===== src/rtl/control_pkg.sv =====
// control_pkg -- shared definitions for the control unit.
//   state_e     : FSM state encoding
//   OP_*        : two-bit instruction opcodes
//   REG_A/REG_B : one-bit register-select values for instr_dst / instr_src
package control_pkg;

    typedef enum logic [2:0] {
        ST_IDLE = 3'd0,
        ST_LDI  = 3'd1,
        ST_ADD1 = 3'd2,
        ST_ADD2 = 3'd3,
        ST_MV   = 3'd4,
        ST_ILL  = 3'd5,
        ST_HALT = 3'd6
    } state_e;

    localparam logic [1:0] OP_LDI  = 2'b00;
    localparam logic [1:0] OP_ADDI = 2'b01;
    localparam logic [1:0] OP_MV   = 2'b10;
    localparam logic [1:0] OP_HALT = 2'b11;

    localparam logic REG_A = 1'b0;
    localparam logic REG_B = 1'b1;

endpackage


===== src/rtl/retire_counter.sv =====
// retire_counter -- free-running count of retired instructions.
//   clock : rising-edge clock
//   clear : synchronous active-high clear (wins over en)
//   en    : increment on this edge
//   count : current count, wraps from all-ones to zero
module retire_counter #(
    parameter int CNT_W = 8
) (
    input  logic             clock,
    input  logic             clear,
    input  logic             en,
    output logic [CNT_W-1:0] count
);

    logic [CNT_W-1:0] count_q;
    logic [CNT_W-1:0] count_d;

    // Plain modular increment: wrapping is the intended behaviour.
    always_comb begin
        count_d = count_q;
        if (en) begin
            count_d = count_q + CNT_W'(1);
        end
    end

    // NOTE: sequential state is updated with non-blocking assignments so every
    // flop samples the pre-edge value of its inputs, independent of block order.
    always_ff @(posedge clock) begin
        if (clear) begin
            count_q <= '0;
        end else begin
            count_q <= count_d;
        end
    end

    assign count = count_q;

endmodule


===== src/rtl/control_unit.sv =====
// control_unit -- sequencer for a two-register (A/B) datapath with an adder
// and a result register Z.
//   clock, clear             : clock and synchronous active-high reset
//   instr_valid/instr_ready  : instruction handshake (ready only in IDLE)
//   instr_op/dst/src/imm     : instruction fields, captured on acceptance
//   RAout/RBout/RZout        : bus-drive strobes (at most one per cycle)
//   RAin/RBin/RZin           : register-load strobes
//   AddImmediate             : adder immediate (ADD1 only, else 0)
//   RegisterAImmediate       : register-A load value (LDI only, else 0)
//   done, illegal            : one-cycle completion / drop pulses
//   halted                   : HALT has executed; sticky until clear
//   retired                  : count of completed legal instructions
module control_unit
    import control_pkg::*;
#(
    parameter int CNT_W = 8
) (
    input  logic             clock,
    input  logic             clear,
    input  logic             instr_valid,
    output logic             instr_ready,
    input  logic [1:0]       instr_op,
    input  logic             instr_dst,
    input  logic             instr_src,
    input  logic [7:0]       instr_imm,
    output logic             RAout,
    output logic             RBout,
    output logic             RZout,
    output logic             RAin,
    output logic             RBin,
    output logic             RZin,
    output logic [7:0]       AddImmediate,
    output logic [7:0]       RegisterAImmediate,
    output logic             done,
    output logic             illegal,
    output logic             halted,
    output logic [CNT_W-1:0] retired
);

    state_e     state_q, state_d;
    logic       dst_q, dst_d;
    logic       src_q, src_d;
    logic [7:0] imm_q, imm_d;
    // High only during the first HALT cycle, so done pulses once on entry.
    logic       halt_entry_q, halt_entry_d;

    // The opcode itself is not stored: the execute state already encodes it.
    // NOTE: every signal written here gets a default first, so no path through
    // the case leaves a value unassigned and no latch is inferred.
    always_comb begin
        state_d            = state_q;
        dst_d              = dst_q;
        src_d              = src_q;
        imm_d              = imm_q;
        halt_entry_d       = 1'b0;
        instr_ready        = 1'b0;
        RAout              = 1'b0;
        RBout              = 1'b0;
        RZout              = 1'b0;
        RAin               = 1'b0;
        RBin               = 1'b0;
        RZin               = 1'b0;
        AddImmediate       = 8'h00;
        RegisterAImmediate = 8'h00;
        done               = 1'b0;
        illegal            = 1'b0;
        halted             = 1'b0;

        unique case (state_q)
            ST_IDLE: begin
                instr_ready = 1'b1;
                if (instr_valid) begin
                    dst_d = instr_dst;
                    src_d = instr_src;
                    imm_d = instr_imm;
                    unique case (instr_op)
                        OP_LDI:  state_d = (instr_dst == REG_A) ? ST_LDI : ST_ILL;
                        OP_ADDI: state_d = ST_ADD1;
                        OP_MV:   state_d = ST_MV;
                        default: begin
                            state_d      = ST_HALT;
                            halt_entry_d = 1'b1;
                        end
                    endcase
                end
            end

            ST_LDI: begin
                RAin               = 1'b1;
                RegisterAImmediate = imm_q;
                done               = 1'b1;
                state_d            = ST_IDLE;
            end

            ST_ADD1: begin
                if (src_q == REG_A) RAout = 1'b1;
                else                RBout = 1'b1;
                AddImmediate = imm_q;
                RZin         = 1'b1;
                state_d      = ST_ADD2;
            end

            ST_ADD2: begin
                RZout = 1'b1;
                if (dst_q == REG_A) RAin = 1'b1;
                else                RBin = 1'b1;
                done    = 1'b1;
                state_d = ST_IDLE;
            end

            ST_MV: begin
                if (src_q == REG_A) RAout = 1'b1;
                else                RBout = 1'b1;
                if (dst_q == REG_A) RAin = 1'b1;
                else                RBin = 1'b1;
                done    = 1'b1;
                state_d = ST_IDLE;
            end

            ST_ILL: begin
                illegal = 1'b1;
                state_d = ST_IDLE;
            end

            ST_HALT: begin
                halted = 1'b1;
                done   = halt_entry_q;
            end

            default: state_d = ST_IDLE;
        endcase
    end

    // NOTE: the latched instruction fields are cleared along with the state so
    // that nothing observable depends on stale pre-reset values.
    always_ff @(posedge clock) begin
        if (clear) begin
            state_q      <= ST_IDLE;
            dst_q        <= 1'b0;
            src_q        <= 1'b0;
            imm_q        <= 8'h00;
            halt_entry_q <= 1'b0;
        end else begin
            state_q      <= state_d;
            dst_q        <= dst_d;
            src_q        <= src_d;
            imm_q        <= imm_d;
            halt_entry_q <= halt_entry_d;
        end
    end

    // done is high exactly in the final execute cycle of a legal instruction.
    retire_counter #(
        .CNT_W (CNT_W)
    ) u_retire_counter (
        .clock (clock),
        .clear (clear),
        .en    (done),
        .count (retired)
    );

endmodule


===== config.mk =====
export PLATFORM = sky130hd
export DESIGN_NAME = control_unit
export DESIGN_NICKNAME = d
export VERILOG_FILES = /design/src/rtl/control_pkg.sv /design/src/rtl/retire_counter.sv /design/src/rtl/control_unit.sv
export SDC_FILE = /design/constraint.sdc
export NUM_CORES = 1
export LEC_CHECK = 0
export ABC_AREA = 0
export BUFFER_PORTS_ARGS = -buffer_cell sky130_fd_sc_hd__buf_2
export CORE_MARGIN = 2
export CORE_UTILIZATION = 49
export DETAILED_ROUTE_END_ITERATION = 6
export GPL_TIMING_DRIVEN = 1
export PLACE_DENSITY = 0.94
export SLEW_MARGIN = 20
export SYNTH_ARGS = -nofsm -noshare
export SYNTH_HDL_FRONTEND = slang
export SYNTH_SLANG_ARGS = --single-unit

===== constraint.sdc =====
create_clock -name clock -period 4.4 [get_ports clock]
set_clock_uncertainty 0.1 [all_clocks]
set_input_delay 0.22 -clock clock [delete_from_list [all_inputs] [get_ports clock]]
set_output_delay 0.22 -clock clock [all_outputs]
set_load 0.01 [all_outputs]

Word-level counts from Yosys, hierarchy flattened
Index checks and enable logic that the tools add are counted.

Input port bits: 15. Register bits: 22. Output and inout bits: 34.

Bitwise operators: 3. Muxes and demuxes: 21. Equal/unequal tests: 9. Add/sub/neg operators: 1. Reduce and logical (&&, ||, !) cells: 9.

Operator list (number): case mux 3 bit (3 select lines) (2); two-way mux 8 bit (2); two-way mux 1 bit (13); == test 3 bit, second input constant (3); OR reduction 3 bit (3); adder 8 x 1 -> 8 bit, second input constant (1); == test 3 x 2 -> 1 bit, second input constant (2); two-way mux 3 bit (2); case mux 1 bit (2 select lines) (2); AND reduction 2 bit (2); OR reduction 2 bit (2); == test 3 x 1 -> 1 bit, second input constant (1); zero test 3 bit (1); NOT 1 bit (3); == test 2 x 1 -> 1 bit, second input constant (1); == test 2 bit, second input constant (1); zero test 2 bit (1); inequality test 2 bit, second input constant (1).

Logic depth before layout (Yosys ltp)
Word-level depth: 4. Gate-level depth with buffers: 6.

Modules after synthesis
From an unflattened synthesis, not the netlist that was laid out.

Cell total of the unflattened synthesis: 135. Area, all modules: 1093.5 um2.

By module, submodules not included: control_unit (cells each 98, area an instance 754.5 um2, times used 1); retire_counter (cells each 37, area an instance 339.1 um2, times used 1).

Worst setup path after synthesis
No wires, ideal clock.

Path kind: reg-to-output. Start point: register state_q[2]. End point: output AddImmediate[0]. Data arrival time: 1.276 ns. Data required time: 4.080 ns. Buffers on the path: 1. Cell stages (with the launch flop): 4. Setup slack: 2.804 ns. Cells stage by stage: dfxtp_1 -> buf_6 -> nor3b_1 -> and2_1.

Cells in the longest elaborated chain, start to end: 2.

Ends and longest elaborated chain: start: declaration (RTL line control_unit.sv:40) `state_e state_q, state_d;`; start signal: assignment (RTL line control_unit.sv:144) `state_q <= state_d;`; == test 3 x 2 -> 1 bit (RTL line control_unit.sv:69) `unique case (state_q)`; two-way mux 8 bit (RTL line control_unit.sv:69); end: declaration (RTL line control_unit.sv:32) `output logic [7:0] AddImmediate,`.

No other way between the ends.

Worst setup path in the final report
Start point: register state_q[1]. End point: output AddImmediate[2].

The elaborated chain is that of the path after synthesis.

==> impl_results.md <==
- Synthesized flop and latch total: 22
- Hold Buf Count CTS: 0
- Pin count of the biggest net entering global routing: 23
- Post-synth EDFFs: 0
- Final Hold Viols: 0
- Die H: around 51 µm
- Reg2reg start: state_q[0]$_SDFFE_PP0P_
- Top cells by count, synth: nand2_1, dfxtp_1, and2_1
- Pre-CTS setup slack: approximately 2.5 ns
- Largest cells by area after synthesis: dfxtp_1, and2_1, nand2_1
- Sequential area share after synthesis: roughly 40%
- Status: finished, final reports clean
- Vias per inst: slightly above 5
- RR Endpoint: u_retire_counter.count[1]$_SDFFE_PP0P_
- Layout fillers: just over 200
- Yosys warns: 0
- CTS H-tree depth: 1
- Fin crit share: 52.0%
- Cells on worst reg2reg path: 4
- Diodes inserted: 0
- Initial antenna violation count: 0
- Max Slew Vio Count: 0
- RD Place Congestion: approximately 0.76
- Sink Count: 22
- Drt pass-1 iters: 4
- Post-synth top area cell: dfxtp_1
- Post-Syn Nets: 157
- Clock buffer depth: 2
- Post-layout net count: slightly above 200
- Iter 0 DRT Violations: 16
- Crit Path Class: reg2out
- Dpl cell area: roughly 1300 µm²
- Antenna Violating Nets Remaining: 0
- Setup Fix Bufs, Post-CTS: 0
- Final Critical Period: about 2.3 ns
- HPWL Detailed: approximately 1800 µm
- Worst-Margin Slew: between 0.7 and 0.8 ns
- CP arrival: ~2.0 ns
- Post-Synthesis Cell Area: roughly 1100 µm²
- Top FF cell, synth: dfxtp_1
- Setup crit end kind: primary output
- IO Port Bufs: 48
- Post-Route Setup TNS: 0 ns
- Chip width: ~50 µm
- CTS Buf Count: 3
- RSZ-0062 raised after global routing: false
- Mean routed wirelength per cell: 11.6 µm
- Power Dens Cells: roughly 320 nW/µm²
- Max Freq: 437 MHz
- Hold EP: imm_q[4]$_SDFFE_PP0P_
- Worst-Skew Late Latency: 0.30 ns
- Hold Path Class: in2reg
- Initial Util: approximately half
- Vias in the first global route: about 880
- Post-synthesis cell count: between 100 and 150
- Synth top area share: approximately 40%
- Worst-path clk slew: between 0.1 and 0.15 ns
- Final Cell Area: around 1400 µm²
- Library cells used by synthesis: 30
- Slew margin rel.: about 48%
- Total track usage: 19.8%
- WP data required: 4.08 ns
- DIE AREA: 2650 µm²
- Aggregate routed wire length: around 2500 µm
- Area Growth Syn to Fin: 25.2%
- MaxCap Viol Count: 0
- LEAKAGE: roughly 0.67 nW
- Fraction of layout instances using a drive strength above 1: just under 30%
- First-pass GRT wire length: around 4000 µm
- Io pins: 49
- Final Worst Setup Slack: 2.11 ns
- Post_cts resized: 0
- Worst setup SP type: flip-flop
- Crit Path Max Fanout: 13
- Drt drc: 0
- Area of the core: approximately 2200 µm²
- Hold Path Stages: 3
- Gr ovfl total: 0
- Worst R2R Setup Slack: 2.62 ns
- Rows: 17
- Clock root cell: clkbuf_4
- Maximum vdd drop: between 0.2 and 0.3 mV
- FFs w/ async S/R, synth: 0%
- Final Setup Violations: 0
- Total number of vias: between 1000 and 1500
- Synth Area per Inst: a little under 8 µm²
- Count leader, synth: nand2_1
- Hold Startpoint: instr_imm[4]
- CTS tree: built
-- where the power goes --
group          internal [mW]  total (mW)  switching, mW
Sequential             0.210       0.222         0.0126
Combinational         0.0279      0.0680         0.0401
Clock                 0.0921       0.151         0.0592
-- worst max-delay path, cell delays in order, from the launching register on --
cell     delay (ns)
dfxtp_1        0.59
nor3b_1        0.70
and2_1         0.23
buf_2          0.14
-- layer usage --
metal	track usage (%)	vias up	wire (µm)
met1	27.7	486	1160
met3	2.92	4	158
met5	0	-	0
met2	28.6	38	1120
met4	11.8	0	48
li1	-	564	-
-- registers in the layout (all words and copies together), names as in the netlist --
register / cells
imm_q: 8
u_retire_counter.count: 8
state_q: 3
dst_q: 1
halt_entry_q: 1
src_q: 1
-- layout by cell type (no fill, tap or decap), drive strengths merged, types with 2 or more instances in the layout --
cell	count
a21oi	19
and2	19
and2b	2
and4	2
buf	48
clkbuf	3
dfxtp	22
inv	4
nand2	26
nand2b	2
nand3	2
nand4	2
nor2	5
nor2b	3
nor3	3
nor3b	2
o21ai	7
or3	6
-- kinds of logic (layout without fill, tap and decap cells) --
| family | after synthesis | count (layout) | synth area share, % |
|---|---|---|---|
| flip-flops | 22 | 22 | 40.0 |
| multiplexers | 1 | 1 | 0.908 |
| AND/OR/NAND/NOR | 75 | 75 | 36.4 |
| XOR/XNOR | 2 | 2 | 1.59 |
| buffers and inverters | 11 | 56 | 5.90 |
| AO/OA/AOI/OAI | 29 | 29 | 14.1 |
| adder cells (fa/ha/maj) | 1 | 1 | 1.13 |
-- cell type report --
| type | instances | area (µm²) | area share (%) |
|---|---|---|---|
| Multi-Input combinational cell | 108 | 597 | 43.2 |
| Sequential cell | 22 | 440 | 31.9 |
| Timing Repair Buffer | 48 | 240 | 17.4 |
| Tap cell | 28 | 35.0 | 2.54 |
| Clock inverter | 1 | 30.0 | 2.18 |
| Clock buffer | 3 | 22.5 | 1.63 |
| Inverter | 4 | 15.0 | 1.09 |
-- through the flow --
step,power (mW),utilization [%],instances,hold WS (ns)
after global placement,0.293,61.2,210,0.349
after floorplan,0.273,-,141,0.197
final,0.442,63.6,214,0.0360
after global routing,0.468,63.6,214,0.0227
after CTS,0.444,63.6,214,0.0279
after detailed placement,0.295,61.2,210,0.358
-- how the worst max path moves through the flow --
stage / start / end / cells after the start
finish: state_q[1]$_SDFFE_PP0P_ / AddImmediate[2] / 3
global route: state_q[1]$_SDFFE_PP0P_ / AddImmediate[2] / 3
CTS: state_q[1]$_SDFFE_PP0P_ / AddImmediate[2] / 3
detailed placement: state_q[1]$_SDFFE_PP0P_ / AddImmediate[2] / 3
global placement: state_q[1]$_SDFFE_PP0P_ / AddImmediate[2] / 3
floorplan: state_q[2]$_SDFFE_PP0P_ / AddImmediate[0] / 3
Power figures use the tool's default switching activity.
